**src/rtl/dmem_ctrl.sv**
```systemverilog
// ---------------------------------------------------------------------------
// dmem_ctrl
//
// Purpose:
//   Data-memory access controller for the MEM stage of a pipelined core.
//   It accepts one load or store at a time, drives a request/grant memory
//   port with a word-aligned address, byte enables and lane-replicated store
//   data, and returns the load word shifted down by the byte offset
//   (LSB-justified) for the load-extension stage. The pipeline is stalled
//   while an access is in flight.
//
// Ports:
//   clk            in   1   clock, all state updates on the rising edge
//   rst_n          in   1   synchronous active-low reset
//   mem_valid_M    in   1   MEM-stage instruction wants a data access
//   ls_type_M      in   4   LB 0000, LH 0010, LW 0100, LBU 1000, LHU 1010,
//                           SB 0001, SH 0011, SW 0101, anything else = nop
//   addr_M         in  32   byte address
//   Wdata_M        in  32   store data, LSB-justified
//   stall_M        out  1   freeze the pipeline
//   Rdata_M        out 32   shifted load word, held between loads
//   rdata_valid_M  out  1   one-cycle pulse, Rdata_M is valid
//   misalign_M     out  1   one-cycle misaligned-access pulse
//   dmem_req       out  1   memory request
//   dmem_addr      out 32   word-aligned address
//   dmem_we        out  4   byte enables (0000 for loads)
//   dmem_wdata     out 32   lane-aligned store data
//   dmem_gnt       in   1   request accepted
//   dmem_rvalid    in   1   read data valid
//   dmem_rdata     in  32   read word
//
// Configuration:
//   DMEM_MISALIGN_TRAP_EN  when defined, misaligned halfword/word accesses
//                          skip the memory and pulse misalign_M. When not
//                          defined, halfword/word accesses are forced to
//                          natural alignment and misalign_M is tied low.
// ---------------------------------------------------------------------------
module dmem_ctrl (
    input  logic        clk,
    input  logic        rst_n,
    input  logic        mem_valid_M,
    input  logic [3:0]  ls_type_M,
    input  logic [31:0] addr_M,
    input  logic [31:0] Wdata_M,
    output logic        stall_M,
    output logic [31:0] Rdata_M,
    output logic        rdata_valid_M,
    output logic        misalign_M,
    output logic        dmem_req,
    output logic [31:0] dmem_addr,
    output logic [3:0]  dmem_we,
    output logic [31:0] dmem_wdata,
    input  logic        dmem_gnt,
    input  logic        dmem_rvalid,
    input  logic [31:0] dmem_rdata
);

    typedef enum logic [1:0] {
        IDLE = 2'd0,
        REQ  = 2'd1,
        WAIT = 2'd2,
        DONE = 2'd3
    } state_t;

    localparam logic [1:0] SZ_BYTE = 2'd0;
    localparam logic [1:0] SZ_HALF = 2'd1;
    localparam logic [1:0] SZ_WORD = 2'd2;

    // Decoded op: {valid, store, size[1:0]}
    function automatic logic [3:0] decode_op(input logic [3:0] t);
        logic [3:0] r;
        case (t)
            4'b0000: r = {1'b1, 1'b0, SZ_BYTE};
            4'b0010: r = {1'b1, 1'b0, SZ_HALF};
            4'b0100: r = {1'b1, 1'b0, SZ_WORD};
            4'b1000: r = {1'b1, 1'b0, SZ_BYTE};
            4'b1010: r = {1'b1, 1'b0, SZ_HALF};
            4'b0001: r = {1'b1, 1'b1, SZ_BYTE};
            4'b0011: r = {1'b1, 1'b1, SZ_HALF};
            4'b0101: r = {1'b1, 1'b1, SZ_WORD};
            default: r = 4'b0000;
        endcase
        return r;
    endfunction

    state_t      state_q, state_d;
    logic [29:0] waddr_q, waddr_d;
    logic [3:0]  ls_type_q, ls_type_d;
    logic [31:0] wdata_q, wdata_d;
    logic [1:0]  off_q, off_d;
    logic        mis_q, mis_d;
    logic [31:0] rdata_q, rdata_d;

    logic [3:0]  in_op;
    logic        in_valid;
    logic [1:0]  in_size;
    logic [1:0]  in_off;
    logic        in_mis;
    logic [3:0]  q_op;
    logic        q_store;
    logic [1:0]  q_size;

    // Decode the incoming op and work out the effective byte offset.
    // Halfwords only ever use addr[1]; words are always offset 0, so a
    // misaligned access without the trap silently becomes aligned.
    always_comb begin
        in_op    = decode_op(ls_type_M);
        in_valid = in_op[3];
        in_size  = in_op[1:0];
        case (in_size)
            SZ_BYTE: in_off = addr_M[1:0];
            SZ_HALF: in_off = {addr_M[1], 1'b0};
            default: in_off = 2'b00;
        endcase
`ifdef DMEM_MISALIGN_TRAP_EN
        in_mis = ((in_size == SZ_HALF) && addr_M[0]) ||
                 ((in_size == SZ_WORD) && (addr_M[1:0] != 2'b00));
`else
        in_mis = 1'b0;
`endif
        q_op    = decode_op(ls_type_q);
        q_store = q_op[2];
        q_size  = q_op[1:0];
    end

    // Next-state logic. The access is latched on accept so the request
    // fields stay stable however long the grant takes. rvalid is only
    // looked at in WAIT, which also makes a post-reset rvalid harmless.
    always_comb begin
        state_d   = state_q;
        waddr_d   = waddr_q;
        ls_type_d = ls_type_q;
        wdata_d   = wdata_q;
        off_d     = off_q;
        mis_d     = mis_q;
        rdata_d   = rdata_q;
        case (state_q)
            IDLE: begin
                if (mem_valid_M && in_valid) begin
                    waddr_d   = addr_M[31:2];
                    ls_type_d = ls_type_M;
                    wdata_d   = Wdata_M;
                    off_d     = in_off;
                    mis_d     = in_mis;
                    state_d   = in_mis ? DONE : REQ;
                end
            end
            REQ: begin
                if (dmem_gnt) begin
                    state_d = q_store ? DONE : WAIT;
                end
            end
            WAIT: begin
                if (dmem_rvalid) begin
                    rdata_d = dmem_rdata >> {off_q, 3'b000};
                    state_d = DONE;
                end
            end
            DONE: begin
                mis_d   = 1'b0;
                state_d = IDLE;
            end
            default: state_d = IDLE;
        endcase
    end

    always_ff @(posedge clk) begin
        if (!rst_n) begin
            state_q   <= IDLE;
            waddr_q   <= '0;
            ls_type_q <= '0;
            wdata_q   <= '0;
            off_q     <= '0;
            mis_q     <= 1'b0;
            rdata_q   <= '0;
        end else begin
            state_q   <= state_d;
            waddr_q   <= waddr_d;
            ls_type_q <= ls_type_d;
            wdata_q   <= wdata_d;
            off_q     <= off_d;
            mis_q     <= mis_d;
            rdata_q   <= rdata_d;
        end
    end

    // Outputs. The memory port is only driven in REQ; stall is gated by
    // rst_n so it drops immediately while reset is held.
    always_comb begin
        stall_M    = rst_n && (((state_q == IDLE) && mem_valid_M && in_valid) ||
                               (state_q == REQ) || (state_q == WAIT));
        dmem_req   = (state_q == REQ);
        dmem_addr  = 32'h0;
        dmem_we    = 4'b0000;
        dmem_wdata = 32'h0;
        if (dmem_req) begin
            dmem_addr = {waddr_q, 2'b00};
            if (q_store) begin
                case (q_size)
                    SZ_BYTE: begin
                        dmem_we    = 4'b0001 << off_q;
                        dmem_wdata = {4{wdata_q[7:0]}};
                    end
                    SZ_HALF: begin
                        dmem_we    = 4'b0011 << off_q;
                        dmem_wdata = {2{wdata_q[15:0]}};
                    end
                    default: begin
                        dmem_we    = 4'b1111;
                        dmem_wdata = wdata_q;
                    end
                endcase
            end
        end
        Rdata_M       = rdata_q;
        rdata_valid_M = (state_q == DONE) && !q_store && !mis_q;
`ifdef DMEM_MISALIGN_TRAP_EN
        misalign_M    = (state_q == DONE) && mis_q;
`else
        misalign_M    = 1'b0;
`endif
    end

endmodule

```
**config.mk**
```make
export PLATFORM = sky130hd
export DESIGN_NAME = dmem_ctrl
export DESIGN_NICKNAME = d
export VERILOG_FILES = /design/src/rtl/dmem_ctrl.sv
export SDC_FILE = /design/constraint.sdc
export NUM_CORES = 1
export LEC_CHECK = 0
export CORE_MARGIN = 2
export CORE_UTILIZATION = 30
export DETAILED_ROUTE_END_ITERATION = 7
export GPL_ROUTABILITY_DRIVEN = 0
export GPL_TIMING_DRIVEN = 0
export SYNTH_ARGS = -nofsm -noshare
export SYNTH_HDL_FRONTEND = slang
export SYNTH_SLANG_ARGS = --single-unit
```
**constraint.sdc**
```tcl
create_clock -name clk -period 2.2 [get_ports clk]
set_clock_uncertainty 0.2 [all_clocks]
set_input_delay 0.44 -clock clk [delete_from_list [all_inputs] [get_ports clk]]
set_output_delay 0.44 -clock clk [all_outputs]
set_load 0.05 [all_outputs]
```
==> metrics.md, run 1 <==
| Metric | Value |
|---|---|
| Fin. max-slew vios | 0 |
| CTS Hold Bufs | 0 |
| Most Frequent Cell on Critical Path | clkbuf_8 |
| Failing checks | negative setup slack |
| Total number of vias | just over 5,000 |
| ANT nets after route | 0 |
| Peak VDD IR | 419.7 uV |
| P_sw | 2.386 mW |
| Cell family with most CP delay | buffers and inverters |
| Initial Utilization | a little under a third |
| IO Pins | 209 |
| CP arrival | 1600 ps |
| Switching Share | between 30% and 40% |
| Initial DRC count | 290 |
| Finished Layout Cells | about 1,100 |
| Clk pwr share | 25.6% |
| Max Freq | 446.4 MHz |
| CP required | 1560 ps |
| RSZ-0062 raised after global routing | true |
| Synth warn | 0 |
| Vias per cell | roughly 4.7 |
| Detailed placer's ending HPWL | roughly 14,000 um |
| Die height | approximately 140 um |
| Synthesized instance count | 642 |
| Flop pwr share | 35.0% |
| Slew Limit Headroom | 52.07% |
| GRT Total Usage | 19.15% |
| Clock sinks | 105 |
| Least-Margin Pin Slew | ~720 ps |
| PortBufs | 205 |
| Area growth syn-to-layout | 60.82% |
| Setup violations, final | 23 |
| EDFF count, synth | 0 |
| Layout cells sized above 1 | 38.22% |
| Mapped Area | 5365 um2 |
| Synth Register Bits | roughly 110 |
| Startpoint Class | flop |
| Commonest non-fill, non-tap cell in the layout | clkdlybuf4s50_1 |
| CTS tree | done |
| Worst-path cell chain | inv_6, ha_4, clkbuf_8, clkbuf_8, and2_2, buf_6 |
| Most frequent cells in the layout | 129 x clkdlybuf4s50_1, 101 x nand2_1, 99 x dfxtp_1 |
| Critical-path maximum fanout | 10 |
| Crit Path Class | reg -> out |
| Worst-path clk slew | 70 ps |
| Clock Tree Buf Depth | 2 |
| Fraction of registers with async set/reset | 0% |
| Total power | ~6.5 mW |
| Max incr delay on CP | between 300 and 400 ps |
| Worst Setup End Kind | output port |
| CP max-delay cell | dfxtp_4 |
| Die width | 137.7 um |
| Fin crit period | 2240 ps |
| Detailed Routing Iterations Pass 1 | 4 |
| Status | finished with violations |
| Int Pwr | 4.157 mW |
| Combinational Power Share | 39.4% |
| Sequential fraction of the synthesis area | 39.18% |
| Nets | about 980 |
| Number of cell rows | 48 |
| Clk_lat worst skew | 340 ps |
| Num CTS Buffers | 9 |
| Worst Path Buf+Inv | 4 |
| First-pass GRT wire length | 27,800 um |
| Max-cap violations | 0 |
| Post-route DRC | 0 |
| Min-delay worst type | reg -> reg |
| Final worst path period share | 101.8% |
| Placed insts | 1,074 |
| Pleak | approximately 3.2 nW |
| Worst setup margin | -40.21 ps |
| Pre-CTS setup slack | -1081 ps |
| Cell variety after synth | 40 |
| Largest net degree at the start of global routing | 17 |
| Top_reg_cell synth | dfxtp_1 |
| Die area | between 15,000 and 20,000 um2 |
| Hold Vio Cnt, Final | 0 |
| PwrDens | 758.2 nW/um2 |
| Total gr overflow | 0 |
| Synth Area per Inst | 8.357 um2 |
| Core area | 17,420 um2 |
| CTS H-tree depth | 3 |
| Vias in the first global route | 5,096 |
| Root buf cell | clkbuf_16 |
| WL final | 18,440 um |
| Initial antenna violation count | 3 |
| WL per Instance | 16.75 um |
-- cell usage after synthesis (all sizes together) (5+ instances only) --
cell type / number / share of area (%)
dfxtp: 105 / 39
nand3: 5 / 0.56
nor3: 10 / 1.0
buf: 33 / 4.9
and3: 10 / 1.3
and2: 32 / 3.7
a21oi: 97 / 13
a22oi: 17 / 2.4
mux2: 16 / 3.4
o21ai: 12 / 1.2
clkbuf: 19 / 1.4
ha: 5 / 1.2
nand2: 159 / 13
mux2i: 24 / 4.5
inv: 8 / 0.56
a221oi: 8 / 1.3
nor2: 60 / 4.3
o211ai: 8 / 1.1
-- stage by stage --
| step | hold WS, ps | instance area (um2) | setup TNS [ps] | utilization [%] |
|---|---|---|---|---|
| finish | 255.5 | 8628 | -620.2 | 49.54 |
| global placement | 245.2 | 7886 | -45690 | 45.28 |
| CTS | 258.7 | 8341 | -3257 | 47.89 |
| floorplan | 236.0 | 5553 | -329.5 | - |
| global route | 278.8 | 8628 | -2762 | 49.54 |
| detailed placement | 249.1 | 7886 | -46750 | 45.28 |
-- cells by family (layout without fill, tap and decap cells) --
kind of cell	Yosys count	after routing	share of synthesized area, %
adders and majority gates	5	5	1.166
other	1	5	0.06990
AOI/OAI and AO/OA	147	147	19.38
DFF	105	105	39.18
muxes	40	40	7.836
buffers and inverters	60	290	6.810
and+or+nand+nor	284	284	25.56
-- area by class of cell --
| type | count | area [um2] |
|---|---|---|
| Antenna cell | 2 | 5.005 |
| Sequential cell | 105 | 2120 |
| Clock buffer | 11 | 252.7 |
| Clock inverter | 5 | 53.80 |
| Multi-Input combinational cell | 479 | 3194 |
| Inverter | 8 | 40.04 |
| Fill cell | 1727 | 8788 |
| Buffer | 50 | 451.7 |
| Tap cell | 225 | 281.5 |
| Timing Repair Buffer | 216 | 2230 |
-- repair_timing --
action / 4_1_cts / 5_1_grt
resized for setup: 492 / 93
setup buffers: 9 / 1
endpoints found under the setup margin: 69 / 85
pin swaps: 3 / 12
cloned: 0 / 1
-- routing by layer --
metal  GRT usage [%]  routed length [um]  up-vias
li1                -                   -     2613
met1           26.18                8419     2411
met2           29.74                8549      145
met3           4.525                1309       10
met4           6.179                 155        2
met5               0                  11        -
-- flip-flops by register name, summed over array words and instances (netlist names) --
register / flops
off_q: 2
ls_type_q: 4
Rdata_M: 32
waddr_q: 30
state_q: 2
q_op: 3
wdata_q: 32
-- worst register-to-register path, cell delays in order (launching register included) --
cell      delay [ps]
dfxtp_4          390
inv_4             50
buf_4            140
ha_1             230
nand2_1          230
clkbuf_1         460
a221oi_1         130
nor3_1           150
-- final timing paths --
check,startpoint,endpoint,slack (ps),cells after the start
max reg2reg,state_q[0],Rdata_M[10],150,7
max,state_q[1],dmem_addr[28],-40,6
min,wdata_q[18],wdata_q[18],260,2
min reg2reg,wdata_q[18],wdata_q[18],260,2
-- power by group through the flow --
stage	Combinational (mW)	Clock [mW]	Sequential, mW
after global routing	2.78	1.79	2.32
after floorplan	1.36	0	2.47
after CTS	2.51	1.72	2.28
final	2.58	1.67	2.29
after detailed placement	2.32	0	2.30
after global placement	2.31	0	2.30
No activity file was read; power rests on OpenSTA's default activity.
==> run 2, diff against run 1 <==
==> constraint.sdc (replaced) <==
create_clock -name clk -period 2.6 [get_ports clk]
set_clock_uncertainty 0.2 [all_clocks]
set_input_delay 0.52 -clock clk [delete_from_list [all_inputs] [get_ports clk]]
set_output_delay 0.52 -clock clk [all_outputs]
set_load 0.05 [all_outputs]
==> metrics.md, run 2 (same netlist as run 1, synthesis figures left out) <==
| Metric | Value |
|---|---|
| Die height | 137.7 um (unchanged) |
| Total power | 5.174 mW (-21%) |
| Max-cap violations | 0 (unchanged) |
| Commonest non-fill, non-tap cell in the layout | clkdlybuf4s50_1 |
| IO Pins | 209 (unchanged) |
| Startpoint Class | input port |
| Detailed placer's ending HPWL | 14,190 um (+4.6%) |
| Nets | 972 (-0.72%) |
| Worst Setup End Kind | output port |
| Die width | 137.7 um (unchanged) |
| Hold Vio Cnt, Final | 0 (unchanged) |
| Vias per cell | 4.715 (+0.20%) |
| Clock Tree Buf Depth | 2 (unchanged) |
| Final worst path period share | just under 100% |
| Initial antenna violation count | 1 (-2) |
| Pleak | 2.908 nW (-8.0%) |
| Vias in the first global route | 5,022 (-1.5%) |
| CTS Hold Bufs | 0 (unchanged) |
| Worst hold stages | 2 (unchanged) |
| Total gr overflow | 0 (unchanged) |
| Initial Utilization | 30.80% (unchanged) |
| Most frequent cells in the layout | 136 x clkdlybuf4s50_1, 109 x nand2_1, 103 x dfxtp_1 |
| Least-Margin Pin Slew | 698.4 ps (-20.64 ps) |
| Area growth syn-to-layout | 49.79% |
| Worst-path clk slew | 70 ps (about the same) |
| ANT nets after route | 0 (unchanged) |
| Number of cell rows | 48 (unchanged) |
| Die area | 18,970 um2 (unchanged) |
| RSZ-0062 raised after global routing | false |
| Worst R2R Path Depth | 9 (+2) |
| CTS tree | done |
| Clock sinks | 105 (unchanged) |
| Crit Path Class | in -> out |
| Initial DRC count | 238 (-18%) |
| CP required | 1880 ps (+320 ps) |
| Setup TNS | 0 ps (+620.2 ps) |
| Hold WS | 253.9 ps (-1.601 ps) |
| Root buf cell | clkbuf_16 |
| Total number of vias | 5,149 (-0.62%) |
| Critical-path maximum fanout | 6 (-4) |
| Post-route DRC | 0 (unchanged) |
| Setup violations, final | 0 (-100%) |
| Placed insts | 1,074 (unchanged) |
| CP arrival | 1810 ps (+210 ps) |
| Fin crit period | approximately 2500 ps |
| Clk_lat worst skew | 350 ps (about the same) |
| Finished Layout Cells | 1,092 (-0.82%) |
| WL per Instance | 17.00 um (+1.5%) |
| PwrDens | 643.8 nW/um2 (-15%) |
| PortBufs | 205 (unchanged) |
| Num CTS Buffers | 9 (unchanged) |
| Peak VDD IR | 341.4 uV (-19%) |
| Fin. max-slew vios | 0 (unchanged) |
| CTS H-tree depth | 3 (unchanged) |
| Slew Limit Headroom | 53.19% (+1.1 points) |
| Largest net degree at the start of global routing | 19 (+2) |
| GRT Total Usage | 19.67% (+0.52 points) |
| Status | finished clean |
| Core area | 17,420 um2 (unchanged) |
| First-pass GRT wire length | 28,100 um (+1.1%) |
| Max Freq | 396.0 MHz |
| Layout cells sized above 1 | 31.18% (-7.0 points) |
| WL final | 18,560 um (+0.62%) |
| Detailed Routing Iterations Pass 1 | 4 (unchanged) |
| Min-delay worst type | reg -> reg |
==> run 2: cell types whose count changed in the layout (fill, tap and decap cells not counted), moves of 10 or more <==
| cell | delta |
|---|---|
| buf_2 | +20 |
| and2_2 | -10 |
| a21oi_1 | +15 |
| buf_6 | -54 |
| a21oi_2 | -13 |
| clkdlybuf4s15_2 | +25 |
| and2_1 | +13 |
==> run 2: layout make-up <==
class	count	area [um2]
Sequential cell	105	2105
Clock buffer	9	225.2
Tap cell	225	281.5
Multi-Input combinational cell	479	2982
Fill cell	1795	9380
Timing Repair Buffer	210	1994
Antenna cell	1	2.502
Clock inverter	6	43.79
Inverter	8	33.78
Buffer	49	369.1
==> run 2: stage by stage <==
step / setup slack (ps) / util [%] / instance area (um2)
3_5_place_dp: -846.8 / 44.47 / 7745
2_1_floorplan: -13.35 / - / 5411
3_3_place_gp: -855.1 / 44.47 / 7745
4_1_cts: 0.02998 / 45.98 / 8009
6_report: 74.74 / 46.14 / 8036
5_1_grt: 4.790 / 46.14 / 8036
==> run 2: final timing paths <==
path	startpoint	end	slack (ps)
worst max-delay path	mem_valid_M	stall_M	70
worst min-delay path	Rdata_M[0]	Rdata_M[0]	250
worst max register to register	state_q[1]	q_op[0]	590
worst min register to register	Rdata_M[0]	Rdata_M[0]	250
==> run 2: worst max-delay path, stage by stage <==
cell	delay [ps]
clkdlybuf4s50_1	490
and2_1	130
buf_4	140
nand3_4	90
buf_8	140
a21oi_4	120
buf_6	170
==> run 2: power breakdown <==
group / total (mW) / internal (mW) / switching (mW) / leakage (nW)
clock: 1.29 / 0.647 / 0.645 / 0.120
combinational: 1.96 / 0.781 / 1.18 / 1.93
sequential: 1.92 / 1.79 / 0.128 / 0.854
total: 5.17 / 3.22 / 1.96 / 2.91
==> run 2: routing by layer <==
metal	track usage, %	up-vias	wire length (um)
met4	4.762	0	297
met2	32.31	201	8468
met1	23.79	2330	7909
li1	-	2598	-
met5	0	-	0
met3	8.389	20	1883
==> run 2: timing repair <==
action	in CTS	in global routing
setup endpoints to repair	68	54
pin swaps	1	0
buffers inserted	3	2
gates resized for setup	316	34
==> edit 1: new RTL, flow settings as in run 1 <==
`waddr_q`, `wdata_q` and `rdata_q` no longer have a reset.
--- a/src/rtl/dmem_ctrl.sv
+++ b/src/rtl/dmem_ctrl.sv
@@ -167,21 +167,21 @@
     always_ff @(posedge clk) begin
         if (!rst_n) begin
             state_q   <= IDLE;
-            waddr_q   <= '0;
             ls_type_q <= '0;
-            wdata_q   <= '0;
             off_q     <= '0;
             mis_q     <= 1'b0;
-            rdata_q   <= '0;
         end else begin
             state_q   <= state_d;
-            waddr_q   <= waddr_d;
             ls_type_q <= ls_type_d;
-            wdata_q   <= wdata_d;
             off_q     <= off_d;
             mis_q     <= mis_d;
-            rdata_q   <= rdata_d;
         end
+    end
+
+    always_ff @(posedge clk) begin
+        waddr_q <= waddr_d;
+        wdata_q <= wdata_d;
+        rdata_q <= rdata_d;
     end
 
     // Outputs. The memory port is only driven in REQ; stall is gated by
Behaviour: differs if rst_n is asserted again (counterexample within 4 cycles, from zero or initial values and one cycle with rst_n low); with rst_n held inactive, the same outputs for 10 cycles.
==> edit 1 against run 1 <==
- the flow still finishes with violations (negative setup slack)
- routed wire length down 15%
- combinational power up 24%
- clock power down 3%
- total power up 14%
- cell area down 0.78%
- synthesized area down 10%
- count of clock-buffer cells in the layout down 2
- sequential cell count unchanged
- via count down 23%
- worst setup slack worse by 0.078 ns
==> edit 1: results (changes against run 1) <==
| Item | This run | Delta |
|:---|:---|:---|
| Combined area of all synthesized cells | 4810 µm² | was 5370 µm² |
| Dominant cells by area after synthesis | edfxtp_1, mux2i_1, and2_1 | was dfxtp_1, a21oi_2, nand2_1 |
| Final Net Count | 746 | was 979 |
| # setup viols final | 50 | was 23 |
| Number of placed cells counting well taps | 813 | was 1074 |
| Maximum root-to-sink buffer count | 2 | unchanged |
| Final-layout fill cell count | 1371 | was 1727 |
| Final wirelength | 15700 µm | was 18400 µm |
| Clock insertion delay at the later pin of the skew report | 0.35 ns |  |
| Maximum number of pins on one net before global-route repair | 33 | was 17 |
| Number of buffers created by CTS | 9 | unchanged |
| Maximum level of the CTS H-tree | 3 | unchanged |
| Kind of path behind the tightest hold check | primary input to register | was register to register |
| Yosys warning total | 0 | unchanged |
| Clock transition time at the flip-flop clock pins of the worst setup and hold paths | 0.08 ns |  |
| Status | finished, violations left | unchanged |
| Total cell area at the placement stage | 7390 µm² | was 7890 µm² |
| Final HPWL from detailed placement | 10600 µm | was 13600 µm |
| Violated checks | negative setup slack | unchanged |
| Proportion of layout cells with a drive suffix above 1 | 0.356 | was 0.382 |
| Ranking of synthesized cells by instance count | edfxtp_1, nor2_1, and2_1 | was nand2_1, dfxtp_1, nor2_1 |
| Cell count after synthesis | 391 | was 642 |
| Post-synth top flop | edfxtp_1 | was dfxtp_1 |
| Critical-path cell with the highest stage delay | dfxtp_4 | unchanged |
| Number of enable-type register cells in the synthesized netlist | 94 | was 0 |
| Share of the yosys chip area belonging to registers | 0.633 | was 0.392 |
| Critical path's largest stage delay | 0.37 ns | about the same |
| Leak pwr | 3.08 nW | was 3.16 nW |
| Worst reg2reg setup slack | 0.12 ns | was 0.15 ns |
| Via count of the first global-routing pass | 4227 | was 5096 |
| Clk Tree Root Cell | clkbuf_16 | unchanged |
| Crit path setup slack, layout | -0.118 ns | was -0.0402 ns |
| Tightest hold margin | 0.272 ns | was 0.256 ns |
| Maximum vdd ir drop | 0.558 mV | was 0.420 mV |
| DR vias | 4010 | was 5181 |
| Global Route Usage Sum | 0.182 | was 0.192 |
| Share of flip-flops with an asynchronous set or reset after synthesis | 0 | unchanged |
| First-pass GRT wire length | 23300 µm | was 27800 µm |
| Measured slew at the worst slew-check pin | 0.786 ns | was 0.719 ns |
| Switching Fraction | 0.369 | was 0.365 |
| Initial antenna violation count | 0 | was 3 |
| PortBufs | 204 | was 205 |
| Data arrival time of the worst path | 1.68 ns | was 1.60 ns |
| Max FO, Critical Path | 7 | was 10 |
| Finished Layout Cells | 858 | was 1101 |
| Starting DRT DRC Count | 137 | was 290 |
| Number of iterations in the first detailed-routing pass | 4 | unchanged |
| Count of different cell masters after synthesis | 43 | was 40 |
## edit 1: cell types whose count changed after synthesis, sizes merged, moves of 9 or more
cell	before	now
a211oi	0	10
a21oi	97	33
a22oi	17	0
and2	32	42
buf	33	15
dfxtp	105	11
edfxtp	0	94
mux2	16	0
mux2i	24	34
nand2	159	19
nor2	60	42
nor2b	1	11
nor3	10	1
## edit 1: final timing paths
kind / depth (start not counted) / end / startpoint
hold / removal: 4 / off_q[1]$_SDFFE_PN0P_ / ls_type_M[2]
setup reg to reg: 7 / waddr_q[4]$_DFFE_PP_ / state_q[0]$_SDFFE_PN0P_
hold reg to reg: 1 / q_op[2]$_SDFF_PP0_ / ls_type_q[2]$_SDFFE_PN0P_
setup / recovery: 7 / dmem_addr[15] / state_q[1]$_SDFFE_PN0P_
## edit 1: cells by family (layout without fill, tap and decap cells)
logic type,after synthesis,count (layout),synth area share
simple gates,129,129,0.143
flops,105,105,0.633
compound gates,77,77,0.100
buf+inv,39,287,0.0375
mux,34,34,0.0708
fa+ha+maj,5,5,0.0130
other cells,1,4,0.000780
xor+xnor,1,1,0.00182
## edit 1: through the flow
step | TNS, ns | setup slack [ns]
2_1_floorplan | -16.16 | -0.194
3_3_place_gp | -141.34 | -1.25
3_5_place_dp | -134.22 | -1.36
4_1_cts | -14.42 | -0.219
5_1_grt | -5.89 | -0.157
6_report | -3.69 | -0.118
## edit 1: what timing repair did
item                                    in CTS  in global routing
hold endpoints to repair                     0                  0
gates cloned                                 6                  2
endpoints found under the setup margin     131                131
gates resized for setup                    594                 46
hold buffers                                 0                  0
setup buffers                               20                  7
pin swaps                                    9                 14
## edit 1: worst max-delay path, delay by kind of cell (launching register included)
family,cells,cell delay (ns)
buffers and inverters,5,0.62
flip-flops,1,0.37
adder cells (fa/ha/maj),1,0.19
AND/OR/NAND/NOR,1,0.14
## edit 1: power groups by stage
stage / Combinational [mW] / Sequential (mW) / Clock, mW
final: 3.19 / 2.63 / 1.62
after global routing: 3.37 / 2.66 / 1.73
after CTS: 3.15 / 2.62 / 1.67
after detailed placement: 2.49 / 2.65 / 0
after global placement: 2.47 / 2.64 / 0
after floorplan: 1.49 / 2.77 / 0
## edit 1: layout make-up
class,count,area [µm²],share of cell area
flip-flops and latches,105,3060,0.357
repair buffers,233,2590,0.303
multi-input cells,249,2030,0.237
well taps,216,270,0.0316
plain buffers,22,234,0.0273
clock buffers,9,225,0.0263
clock inverters,7,68.8,0.00804
inverters,13,60.1,0.00702
repair inverters,3,22.5,0.00263
diodes,1,2.50,0.000292
## edit 1: layer usage
| metal | routed length (µm) | track usage |
|---|---|---|
| met5 | 0 | 0 |
| met4 | 139 | 0.0538 |
| met3 | 1610 | 0.0684 |
| met2 | 7740 | 0.313 |
| met1 | 6230 | 0.213 |
==> edit 2: new RTL, flow settings as in run 1 <==
Made on the original files. Add a define of `DMEM_MISALIGN_TRAP_EN`.
--- a/src/rtl/dmem_ctrl.sv
+++ b/src/rtl/dmem_ctrl.sv
@@ -35,6 +35,8 @@
 //                          defined, halfword/word accesses are forced to
 //                          natural alignment and misalign_M is tied low.
 // ---------------------------------------------------------------------------
+`define DMEM_MISALIGN_TRAP_EN
+
 module dmem_ctrl (
     input  logic        clk,
     input  logic        rst_n,
Formal check against the unedited RTL: not equivalent (a bounded check fails within 4 cycles, from zero or initial values and one cycle with rst_n low).
==> edit 2 against run 1 <==
- the run still ends with negative setup slack left
- worst setup slack got worse by 0.073 ns
- routed wire length rose by 2.0%
- synthesized area fell by 4.5%
- final cell count rose by 1.0%
- highest routed layer is now met4
- sequential share of layout area barely moved
- first-iteration DRC count fell by 6.6%
- sequential cell count rose by 1
- cell area rose by 0.87%
- total power rose by 3.8%
- largest power group unchanged
==> edit 2: results (changes against run 1) <==
| Item | This run | Delta |
|:---|:---|:---|
| Status | finished, violations left | unchanged |
| Violated checks | negative setup slack | unchanged |
| Leak pwr | 3.33 nW | was 3.16 nW |
| Final HPWL from detailed placement | 13500 µm | was 13600 µm |
| M3 GR Usage | 0.0631 | was 0.0453 |
| Via count of the first global-routing pass | 4996 | was 5096 |
| Top routing layer in use | met4 | was met5 |
| Vias per inst | 4.81 | was 4.71 |
| Routed met3 length | 1480 µm | was 1310 µm |
| Final Net Count | 996 | was 979 |
| Final wirelength | 18800 µm | was 18400 µm |
| Number of iterations in the first detailed-routing pass | 5 | was 4 |
| Setup TNS | -2.29 ns | was -0.620 ns |
| Met2 track utilization from global routing | 0.325 | was 0.297 |
| Dominant cells by area after synthesis | dfxtp_1, nand2_1, a21oi_1 | was dfxtp_1, a21oi_2, nand2_1 |
| Share of the yosys chip area belonging to registers | 0.414 | was 0.392 |
| Worst-case setup slack after placement | -1.15 ns | was -1.08 ns |
| Data arrival time of the worst path | 1.67 ns | was 1.60 ns |
| Ranking of synthesized cells by instance count | nand2_1, dfxtp_1, a21oi_1 | was nand2_1, dfxtp_1, nor2_1 |
| Maximum vdd ir drop | 0.439 mV | was 0.420 mV |
| Measured slew at the worst slew-check pin | 0.637 ns | was 0.719 ns |
| # setup viols final | 44 | was 23 |
| Crit path setup slack, layout | -0.113 ns | was -0.0402 ns |
| Met2 routed wirelength | 8790 µm | was 8550 µm |
| Proportion of layout cells with a drive suffix above 1 | 0.270 | was 0.382 |
## edit 2: cell count changes in the layout (fill, tap and decap cells not counted), moves of 17 or more
cell	run 1	this run
buf_8	7	35
and2_4	3	28
a21oi_1	29	86
nand2_2	57	1
nand2_1	101	157
a21oi_2	65	6
buf_6	60	43
## edit 2: final timing paths
| path | from | to | slack (ns) | cells past startpoint |
|---|---|---|---|---|
| worst max-delay path | state_q[1]$_SDFFE_PN0P_ | dmem_wdata[15] | -0.11 | 7 |
| worst min-delay path | wdata_q[19]$_SDFFE_PN0P_ | wdata_q[19]$_SDFFE_PN0P_ | 0.26 | 2 |
| worst max register to register | state_q[0]$_SDFFE_PN0P_ | Rdata_M[6]$_SDFFE_PN0P_ | 0.15 | 8 |
| worst min register to register | wdata_q[19]$_SDFFE_PN0P_ | wdata_q[19]$_SDFFE_PN0P_ | 0.26 | 2 |
## edit 2: power by group through the flow
stage,combinational [mW],sequential (mW),clock [mW]
after global routing,2.97,2.36,1.83
after detailed placement,2.25,2.34,0
after global placement,2.25,2.33,0
after CTS,2.49,2.31,1.75
final,2.77,2.32,1.70
after floorplan,1.27,2.52,0
## edit 2: cells by family after synthesis
group	share of synthesized area
and+or+nand+nor	0.236
AOI/OAI and AO/OA	0.184
DFF	0.414
buffers and inverters	0.0681
muxes	0.0821
adders and majority gates	0.0122
other	0.000732
xor gates and xnor gates	0.00171
## edit 2: layout make-up
| type | count | area [µm²] |
|---|---|---|
| diodes | 1 | 2.50 |
| plain buffers | 49 | 409 |
| clock buffers | 10 | 239 |
| clock inverters | 6 | 72.6 |
| fillers | 1612 | 7940 |
| inverters | 12 | 51.3 |
| multi-input cells | 483 | 3040 |
| flip-flops and latches | 106 | 2130 |
| well taps | 220 | 275 |
| repair buffers | 225 | 2480 |
